**src/rtl/simd_sign_mod_pipe.sv**
```systemverilog
`default_nettype none
// ============================================================================
// Module   : simd_sign_mod_pipe
// Brief    : Pipelined SIMD sign modifier (pass/abs/neg/nabs/copysign-lane0)
//            with valid/ready handshake, registered output and skid buffer.
// Revision : 1.0 - initial release
// ============================================================================
module simd_sign_mod_pipe #(
  parameter int LANES   = 4,
  parameter int DATA_W  = 32,
  parameter int TAG_W   = 6,
  parameter int COUNT_W = 16
) (
  input  logic                      clk,
  input  logic                      rst,
  input  logic                      flush,
  input  logic                      in_valid,
  output logic                      in_ready,
  input  logic [LANES*DATA_W-1:0]   in_data,
  input  logic [2:0]                in_mode,
  input  logic [LANES-1:0]          in_lane_mask,
  input  logic [TAG_W-1:0]          in_tag,
  output logic                      out_valid,
  input  logic                      out_ready,
  output logic [LANES*DATA_W-1:0]   out_data,
  output logic [TAG_W-1:0]          out_tag,
  output logic                      out_illegal,
  output logic [COUNT_W-1:0]        op_count
);

  localparam logic [2:0] c_MODE_PASS  = 3'd0;
  localparam logic [2:0] c_MODE_ABS   = 3'd1;
  localparam logic [2:0] c_MODE_NEG   = 3'd2;
  localparam logic [2:0] c_MODE_NABS  = 3'd3;
  localparam logic [2:0] c_MODE_COPY0 = 3'd4;

  // New sign bit for one enabled lane; reserved codes leave the sign alone.
  function automatic logic f_sign(input logic [2:0] mode, input logic s, input logic s0);
    logic r;
    r = s;
    case (mode)
      c_MODE_PASS:  r = s;
      c_MODE_ABS:   r = 1'b0;
      c_MODE_NEG:   r = ~s;
      c_MODE_NABS:  r = 1'b1;
      c_MODE_COPY0: r = s0;
      default:      r = s;
    endcase
    return r;
  endfunction

  // Output register (OR) and skid register (SK)
  logic                     r_or_valid;
  logic [LANES*DATA_W-1:0]  r_or_data;
  logic [TAG_W-1:0]         r_or_tag;
  logic                     r_or_illegal;
  logic                     r_sk_valid;
  logic [LANES*DATA_W-1:0]  r_sk_data;
  logic [TAG_W-1:0]         r_sk_tag;
  logic                     r_sk_illegal;
  logic [COUNT_W-1:0]       r_op_count;

  logic [LANES*DATA_W-1:0]  w_mod_data;
  logic [LANES-1:0]         w_new_sign;
  logic                     w_src_sign;
  logic                     w_illegal;
  logic                     w_counts;
  logic                     w_in_fire;
  logic                     w_out_fire;
  logic                     w_or_load;

  // Lane 0's original sign is the copysign source even when lane 0 is masked.
  assign w_src_sign = in_data[DATA_W-1];
  assign w_illegal  = (in_mode > c_MODE_COPY0);
  assign w_counts   = (in_mode != c_MODE_PASS) && !w_illegal;

  generate
    for (genvar gi = 0; gi < LANES; gi++) begin : g_lane
      assign w_new_sign[gi] = in_lane_mask[gi]
                            ? f_sign(in_mode, in_data[gi*DATA_W + DATA_W-1], w_src_sign)
                            : in_data[gi*DATA_W + DATA_W-1];
      assign w_mod_data[gi*DATA_W +: DATA_W] =
        {w_new_sign[gi], in_data[gi*DATA_W +: DATA_W-1]};
    end
  endgenerate

  // Ready depends only on registered state plus flush/rst, never on out_ready.
  assign in_ready   = !r_sk_valid && !flush && !rst;
  assign w_in_fire  = in_valid && in_ready;
  assign w_out_fire = r_or_valid && out_ready;
  // OR can take a new beat when it is empty or being drained this edge.
  assign w_or_load  = !r_or_valid || w_out_fire;

  // Output register: refill from SK first (ordering), else from the input.
  always_ff @(posedge clk or posedge rst) begin
    if (rst) begin
      r_or_valid   <= 1'b0;
      r_or_data    <= '0;
      r_or_tag     <= '0;
      r_or_illegal <= 1'b0;
    end else if (flush) begin
      r_or_valid   <= 1'b0;
    end else if (w_or_load) begin
      if (r_sk_valid) begin
        r_or_valid   <= 1'b1;
        r_or_data    <= r_sk_data;
        r_or_tag     <= r_sk_tag;
        r_or_illegal <= r_sk_illegal;
      end else if (w_in_fire) begin
        r_or_valid   <= 1'b1;
        r_or_data    <= w_mod_data;
        r_or_tag     <= in_tag;
        r_or_illegal <= w_illegal;
      end else begin
        r_or_valid   <= 1'b0;
      end
    end
  end

  // Skid register: captures a beat accepted while OR is stalled.
  always_ff @(posedge clk or posedge rst) begin
    if (rst) begin
      r_sk_valid   <= 1'b0;
      r_sk_data    <= '0;
      r_sk_tag     <= '0;
      r_sk_illegal <= 1'b0;
    end else if (flush) begin
      r_sk_valid   <= 1'b0;
    end else if (w_or_load) begin
      r_sk_valid   <= 1'b0;
    end else if (w_in_fire) begin
      r_sk_valid   <= 1'b1;
      r_sk_data    <= w_mod_data;
      r_sk_tag     <= in_tag;
      r_sk_illegal <= w_illegal;
    end
  end

  // Saturating count of accepted beats carrying a legal, non-pass mode.
  always_ff @(posedge clk or posedge rst) begin
    if (rst) begin
      r_op_count <= '0;
    end else if (w_in_fire && w_counts && (r_op_count != {COUNT_W{1'b1}})) begin
      r_op_count <= r_op_count + 1'b1;
    end
  end

  assign out_valid   = r_or_valid;
  assign out_data    = r_or_data;
  assign out_tag     = r_or_tag;
  assign out_illegal = r_or_illegal;
  assign op_count    = r_op_count;

endmodule
`default_nettype wire

```
**config.mk**
```make
export PLATFORM = sky130hd
export DESIGN_NAME = simd_sign_mod_pipe
export DESIGN_NICKNAME = d
export VERILOG_FILES = /design/src/rtl/simd_sign_mod_pipe.sv
export SDC_FILE = /design/constraint.sdc
export NUM_CORES = 1
export LEC_CHECK = 0
export CORE_ASPECT_RATIO = 0.7
export CORE_UTILIZATION = 40
export CTS_BUF_LIST = sky130_fd_sc_hd__clkbuf_8 sky130_fd_sc_hd__clkbuf_16
export DETAILED_ROUTE_END_ITERATION = 7
export GPL_TIMING_DRIVEN = 0
export PLACE_DENSITY = 0.67
export SKIP_LAST_GASP = 1
export SYNTH_ARGS = -nofsm -noshare
export SYNTH_HDL_FRONTEND = slang
export SYNTH_SLANG_ARGS = --single-unit
```
**constraint.sdc**
```tcl
create_clock -name clk -period 15.6 [get_ports clk]
set_input_delay 2.34 -clock clk [delete_from_list [all_inputs] [get_ports clk]]
set_output_delay 2.34 -clock clk [all_outputs]
set_load 0.03 [all_outputs]
```
==> flow_summary.yaml, run 1 <==
yosys:
  synth_xor_area_share_pct: 0.9296
  yosysMostFrequentCell: "dfrtp_1"
  synth.top_cells.by_count: "288 x dfrtp_1, 146 x nand2_1, 132 x mux2i_1"
  avgSynthCellArea_um2: 12.35
  yosys.area_share.simple_pct: 7.427
  ys_ff_latch: 288
  synth_cells: 992
  synth_edf_count: 0
  synth_area_leader_cell: "dfrtp_1"
  synth_fa_ha_area_share_pct: 0.3065
  ys_seq_area_share_pct: 58.84
  synth_compound_gate_area_share_pct: 6.691
  syn_nets: 1141
  ys_types: 41
  synth_flop_cell: "dfrtp_1"
  yosys.area.top_type_share_pct: 58.84
  synthTopCellsByArea: "dfrtp_1 59%, mux2_2 11%, mux2i_1 11%"
  synthArstFlopShare_pct: 100.0
  ys_warn_count: 0
  synth_top_family_by_area: "multiplexers"
  synthMuxAreaShare_pct: 23.14
  synth_area_um2: 12250
drt:
  drtAntennaViolNets: 0
  drc: 0
  via_per_inst: 4.941
  dr.pass1.iters: 4
  drt_iter0_drc: 422
  wl_per_cell_um: 18.03
  detailroute.via_count: 8691
  wirelength_um: 31720
setup_path:
  reg2reg_to: "out_data[48]"
  reg2reg_from: "r_sk_valid"
  cp_slowest_cell: "clkdlybuf4s50_1"
  cp-start-kind: "primary input"
  critPathRequiredTime_ns: 13.26
  path_max_fanout: 4
  critPathKind: "primary input to primary output"
  reg2reg_depth: 7
  cp_num_buf_inv: 2
  worstSetupEndpointType: "primary output"
  path_cells: "clkdlybuf4s50_1 -> nor3_1 -> clkdlybuf4s50_1"
  cp_top_family: "buffers and inverters"
  r2r_slack_ns: 13.33
  path_common_cell: "clkdlybuf4s50_1"
  arrival_ns: 3.87
  slowest_delay_ns: 0.72
clocking:
  clkLatencyLatePin_ns: 0.55
  cts.repair.resized: 0
  post_cts_buffers: 0
  postCtsHoldBufs: 0
  cts_buffers: 29
  htreeDepth: 1
  clockBufferDepth: 3
  clk_pin_slew_worst_paths_ns: 0.06
  clock_sinks: 288
  root_buffer: "clkbuf_16"
  tritoncts: "built"
global_route:
  grt_first_pass_wirelength_um: 49930
  grt_max_degree: 108
  grt_use_total_pct: 20.37
  first_global_vias: 8877
  overflow: 0
  antenna_found_initial: 2
sta:
  max_freq_mhz: 161.1
  setup_viol_count_final: 0
  rsz0062_at_grt: "no"
  tns_ns: 0
  skew_ns: 0.01110
  fin_crit_sh_pct: 39.79
  max_slew.worst_pin.slew_ns: 0.8078
  maxSlewViolCount: 0
  slew_headroom_pct: 46.14
  fin_hold_ws_ns: 0.4755
  min_period_ns: 6.207
  hold_viol_final: 0
min_path:
  min_path_type: "flip-flop to flip-flop"
  whs_endpoint: "out_data[59]"
  hp-start: "out_data[59]"
  hold-path-cell-count: 2
die:
  core-area_um2: 30040
  rows: 53
  die_area_um2: 31340
  ioPinCount: 299
  start_util_pct: 40.77
  die_w_um: 211.1
  fp.dieH_um: 148.4
pwr:
  leakagePower_nw: 7.355
  powerDensity_nw_per_um2: 128.4
  vdd_ir_drop_max_v: 0.00007724
cells_and_area:
  drive_gt1_share_pct: 16.80
  design_area_um2: 16790
  syn_to_final_growth_pct: 37.08
  layout.nets: 1472
  fin_util_pct: 55.89
placed_design:
  portBuffers: 298
  place_congestion: 0.7937
  placed_cell_area_um2: 15810
  place_hpwl_um: 22520
job:
  maxCapViolations: 0
outcome:
  status: "completed"
[kinds of logic (layout without fill, tap and decap cells)]
logic type / count (synthesis) / count (layout)
xor+xnor: 13 / 13
mux: 266 / 266
buf+inv: 66 / 419
fa+ha+maj: 3 / 3
other cells: 0 / 2
compound gates: 155 / 155
flops: 288 / 288
simple gates: 201 / 201
[flip-flops by register name, indices dropped and copies added (netlist names)]
register and flops:
out_tag 6, r_sk_valid 1, r_sk_data 128, op_count 16, out_valid 1, out_data 128, r_sk_illegal 1, r_sk_tag 6
out_illegal 1
[metrics by stage]
stage	cells	setup slack, ns	power, mW
after floorplan	992	5.311	1.222
after global placement	1702	1.281	1.451
after detailed placement	1704	9.401	1.464
after CTS	1757	9.396	2.183
after global routing	1758	9.368	2.263
final	1759	9.393	2.157
[routing by layer]
metal,vias up,track usage [%],routed length [µm]
met5,-,0,13
met4,2,4.746,693
met3,48,6.144,2283
met2,214,30.82,14120
met1,4282,28.69,14610
li1,4145,-,-
[cells in the final DEF (no fill, tap or decap), types with 2 or more instances in the layout]
| cell | instances |
|---|---|
| o31ai_1 | 3 |
| buf_16 | 2 |
| buf_2 | 30 |
| nand4_4 | 2 |
| dfrtp_1 | 288 |
| clkdlybuf4s50_1 | 298 |
| nor2_1 | 8 |
| clkbuf_16 | 29 |
| clkbuf_1 | 16 |
| buf_1 | 3 |
| ha_1 | 3 |
| and3_1 | 2 |
| o21ai_0 | 112 |
| buf_4 | 11 |
| mux2_2 | 125 |
| nor3_1 | 10 |
| nand2b_1 | 3 |
| o21ai_1 | 27 |
| clkbuf_8 | 9 |
| a21boi_0 | 3 |
| bufinv_16 | 2 |
| nand4_1 | 5 |
| and4_1 | 2 |
| o221ai_1 | 3 |
| nor2b_1 | 5 |
| inv_1 | 8 |
| diode_2 | 2 |
| nor2_2 | 2 |
| clkinv_2 | 8 |
| mux2i_1 | 132 |
| nor4_1 | 5 |
| mux2_1 | 8 |
| xor2_1 | 12 |
| nand3_1 | 5 |
| nand2_1 | 146 |
| clkinvlp_4 | 2 |
| a21oi_1 | 3 |
[power by group]
group | internal, mW | switching, mW | leakage [nW] | total, mW
Sequential | 0.874 | 0.0700 | 3.70 | 0.944
Clock | 0.414 | 0.296 | 0.498 | 0.709
Combinational | 0.231 | 0.272 | 3.16 | 0.504
[cell type report]
type                    count  area [µm²]
clock inverters            15       126.4
repair buffers            300        3038
diodes                      2       5.005
well taps                 412       515.5
multi-input cells         638        4715
clock buffers              38       849.6
inverters                   6       30.03
plain buffers              60       304.0
flip-flops and latches    288        7207
fillers                  2581       13250
[worst max path at each step]
stage                     cells after the start  startpoint  slack, ns      endpoint
after global routing                          3         rst       9.37      in_ready
after CTS                                     3         rst       9.40      in_ready
after floorplan                               1         rst       5.31   op_count[0]
after global placement                        2         rst       1.28  out_data[38]
after detailed placement                      3         rst       9.40      in_ready
final                                         3         rst       9.39      in_ready
[worst reg2reg max path: stages (launching register included)]
cell and delay, ns:
dfrtp_1 0.36, buf_2 0.19, o211ai_2 0.51, buf_2 0.41, buf_4 0.29, buf_4 0.23, nand2_1 0.09, o21ai_0 0.10
Note: power is estimated with default switching activity, not from simulation.
==> run 2: changes to the inputs <==
clock period = 6.3 ns   (was 15.6 ns; I/O delays follow)
==> flow_summary.yaml, run 2 (synthesis gave the netlist of run 1 again) <==
outcome:
  status: "completed"
cells_and_area:
  layout_common_cells: "298 x clkdlybuf4s50_1, 288 x dfrtp_1, 146 x nand2_1"
  fin_util_pct: 56.57
  drive_gt1_share_pct: 17.07
  layout.nets: 1480
  final_common_cell: "clkdlybuf4s50_1"
  syn_to_final_growth_pct: 38.75
  stdcell_count: 1767
sta:
  setup_ws_ns: 2.874
  setup_viol_count_final: 0
  fin_crit_sh_pct: 54.38
  max_slew.worst_pin.slew_ns: 0.7868
  tns_ns: 0
  min_period_ns: 3.426
  max_freq_mhz: 291.9
  fin_hold_ws_ns: 0.4769
  skew_ns: 0.01944
  hold_viol_final: 0
  slew_headroom_pct: 47.55
  rsz0062_at_grt: "no"
  maxSlewViolCount: 0
setup_path:
  critPathKind: "flip-flop to primary output"
  r2r_slack_ns: 4.03
  crit_path_start: "r_sk_valid"
  critPathRequiredTime_ns: 5.35
  worstSetupEndpointType: "primary output"
  arrival_ns: 2.48
  reg2reg_from: "r_sk_valid"
  crit_path_end: "in_ready"
  path_max_fanout: 10
  cp-start-kind: "flip-flop"
  reg2reg_to: "out_data[10]"
  reg2reg_depth: 5
job:
  maxCapViolations: 0
global_route:
  first_global_vias: 8834
  grt_first_pass_wirelength_um: 49850
  grt_max_degree: 43
  overflow: 0
  antenna_found_initial: 6
  grt_use_total_pct: 20.40
clocking:
  tritoncts: "built"
  clock_sinks: 288
  post_cts_buffers: 0
  htreeDepth: 1
  postCtsHoldBufs: 0
  clk_pin_slew_worst_paths_ns: 0.06
  root_buffer: "clkbuf_16"
  clockBufferDepth: 3
  cts.repair.resized: 0
  clkLatencyLatePin_ns: 0.56
  cts_buffers: 30
pwr:
  leakagePower_nw: 7.455
  powerDensity_nw_per_um2: 322.4
  vdd_ir_drop_max_v: 0.0001841
placed_design:
  place_hpwl_um: 23110
  place_congestion: 0.7910
  dpl.cell_count: 1711
  dp_slack_ns: 2.890
  portBuffers: 298
min_path:
  min_path_type: "flip-flop to flip-flop"
  hp-start: "out_data[80]"
die:
  ioPinCount: 299
  core-area_um2: 30040
  die_area_um2: 31340
  fp.dieH_um: 148.4
  rows: 53
  die_w_um: 211.1
  start_util_pct: 40.77
drt:
  drc: 0
  dr.pass1.iters: 6
  wirelength_um: 31830
  drtAntennaViolNets: 0
  detailroute.via_count: 8781
  drt_iter0_drc: 385
  via_per_inst: 4.969
  wl_per_cell_um: 18.01
[run 2: cell types whose count changed in the layout (fill, tap and decap cells not counted), sizes merged]
cell	previous run	this run
buf	46	53
bufinv	2	5
inv	9	12
clkbuf	54	52
clkinv	8	5
[run 2: cell type report]
class	count	area (µm²)
fillers	2539	13050
clock inverters	18	214.0
inverters	6	26.28
clock buffers	36	844.6
well taps	412	515.5
flip-flops and latches	288	7207
multi-input cells	638	4715
repair buffers	307	3163
plain buffers	60	304.0
diodes	2	5.005
[run 2: worst min path at each step]
stage / to / slack (ns) / cells after the start
after floorplan: r_sk_data[63] / 0.45 / 2
after global placement: out_data[93] / 0.46 / 2
after detailed placement: out_tag[5] / 0.47 / 2
after CTS: out_data[82] / 0.48 / 2
after global routing: out_illegal / 0.50 / 2
final: out_data[80] / 0.48 / 2
[run 2: power by group]
| part | leakage, nW | switching, mW | internal (mW) |
|---|---|---|---|
| clock | 0.545 | 0.738 | 1.15 |
| sequential | 3.70 | 0.177 | 2.16 |
| combinational | 3.21 | 0.670 | 0.580 |
[run 2: metal layers]
| layer | GRT usage (%) | part of all wire [%] |
|---|---|---|
| met1 | 28.17 | 46 |
| met2 | 31.50 | 45 |
| met3 | 6.419 | 7.4 |
| met4 | 4.384 | 1.6 |
| met5 | 0 | 0.075 |
[run 2: worst max-delay path: stages, from the launching register on]
cell and delay [ns]:
dfrtp_1 0.36, buf_2 0.19, buf_1 0.34, nor3_1 0.32, clkdlybuf4s50_1 0.71
[run 2: through the flow]
| step | power, mW | instance area (µm²) |
|---|---|---|
| detailed placement | 3.632 | 15930 |
| CTS | 5.550 | 16990 |
| finish | 5.478 | 16990 |
| floorplan | 3.027 | 12250 |
| global route | 5.730 | 16990 |
| global placement | 3.592 | 15750 |
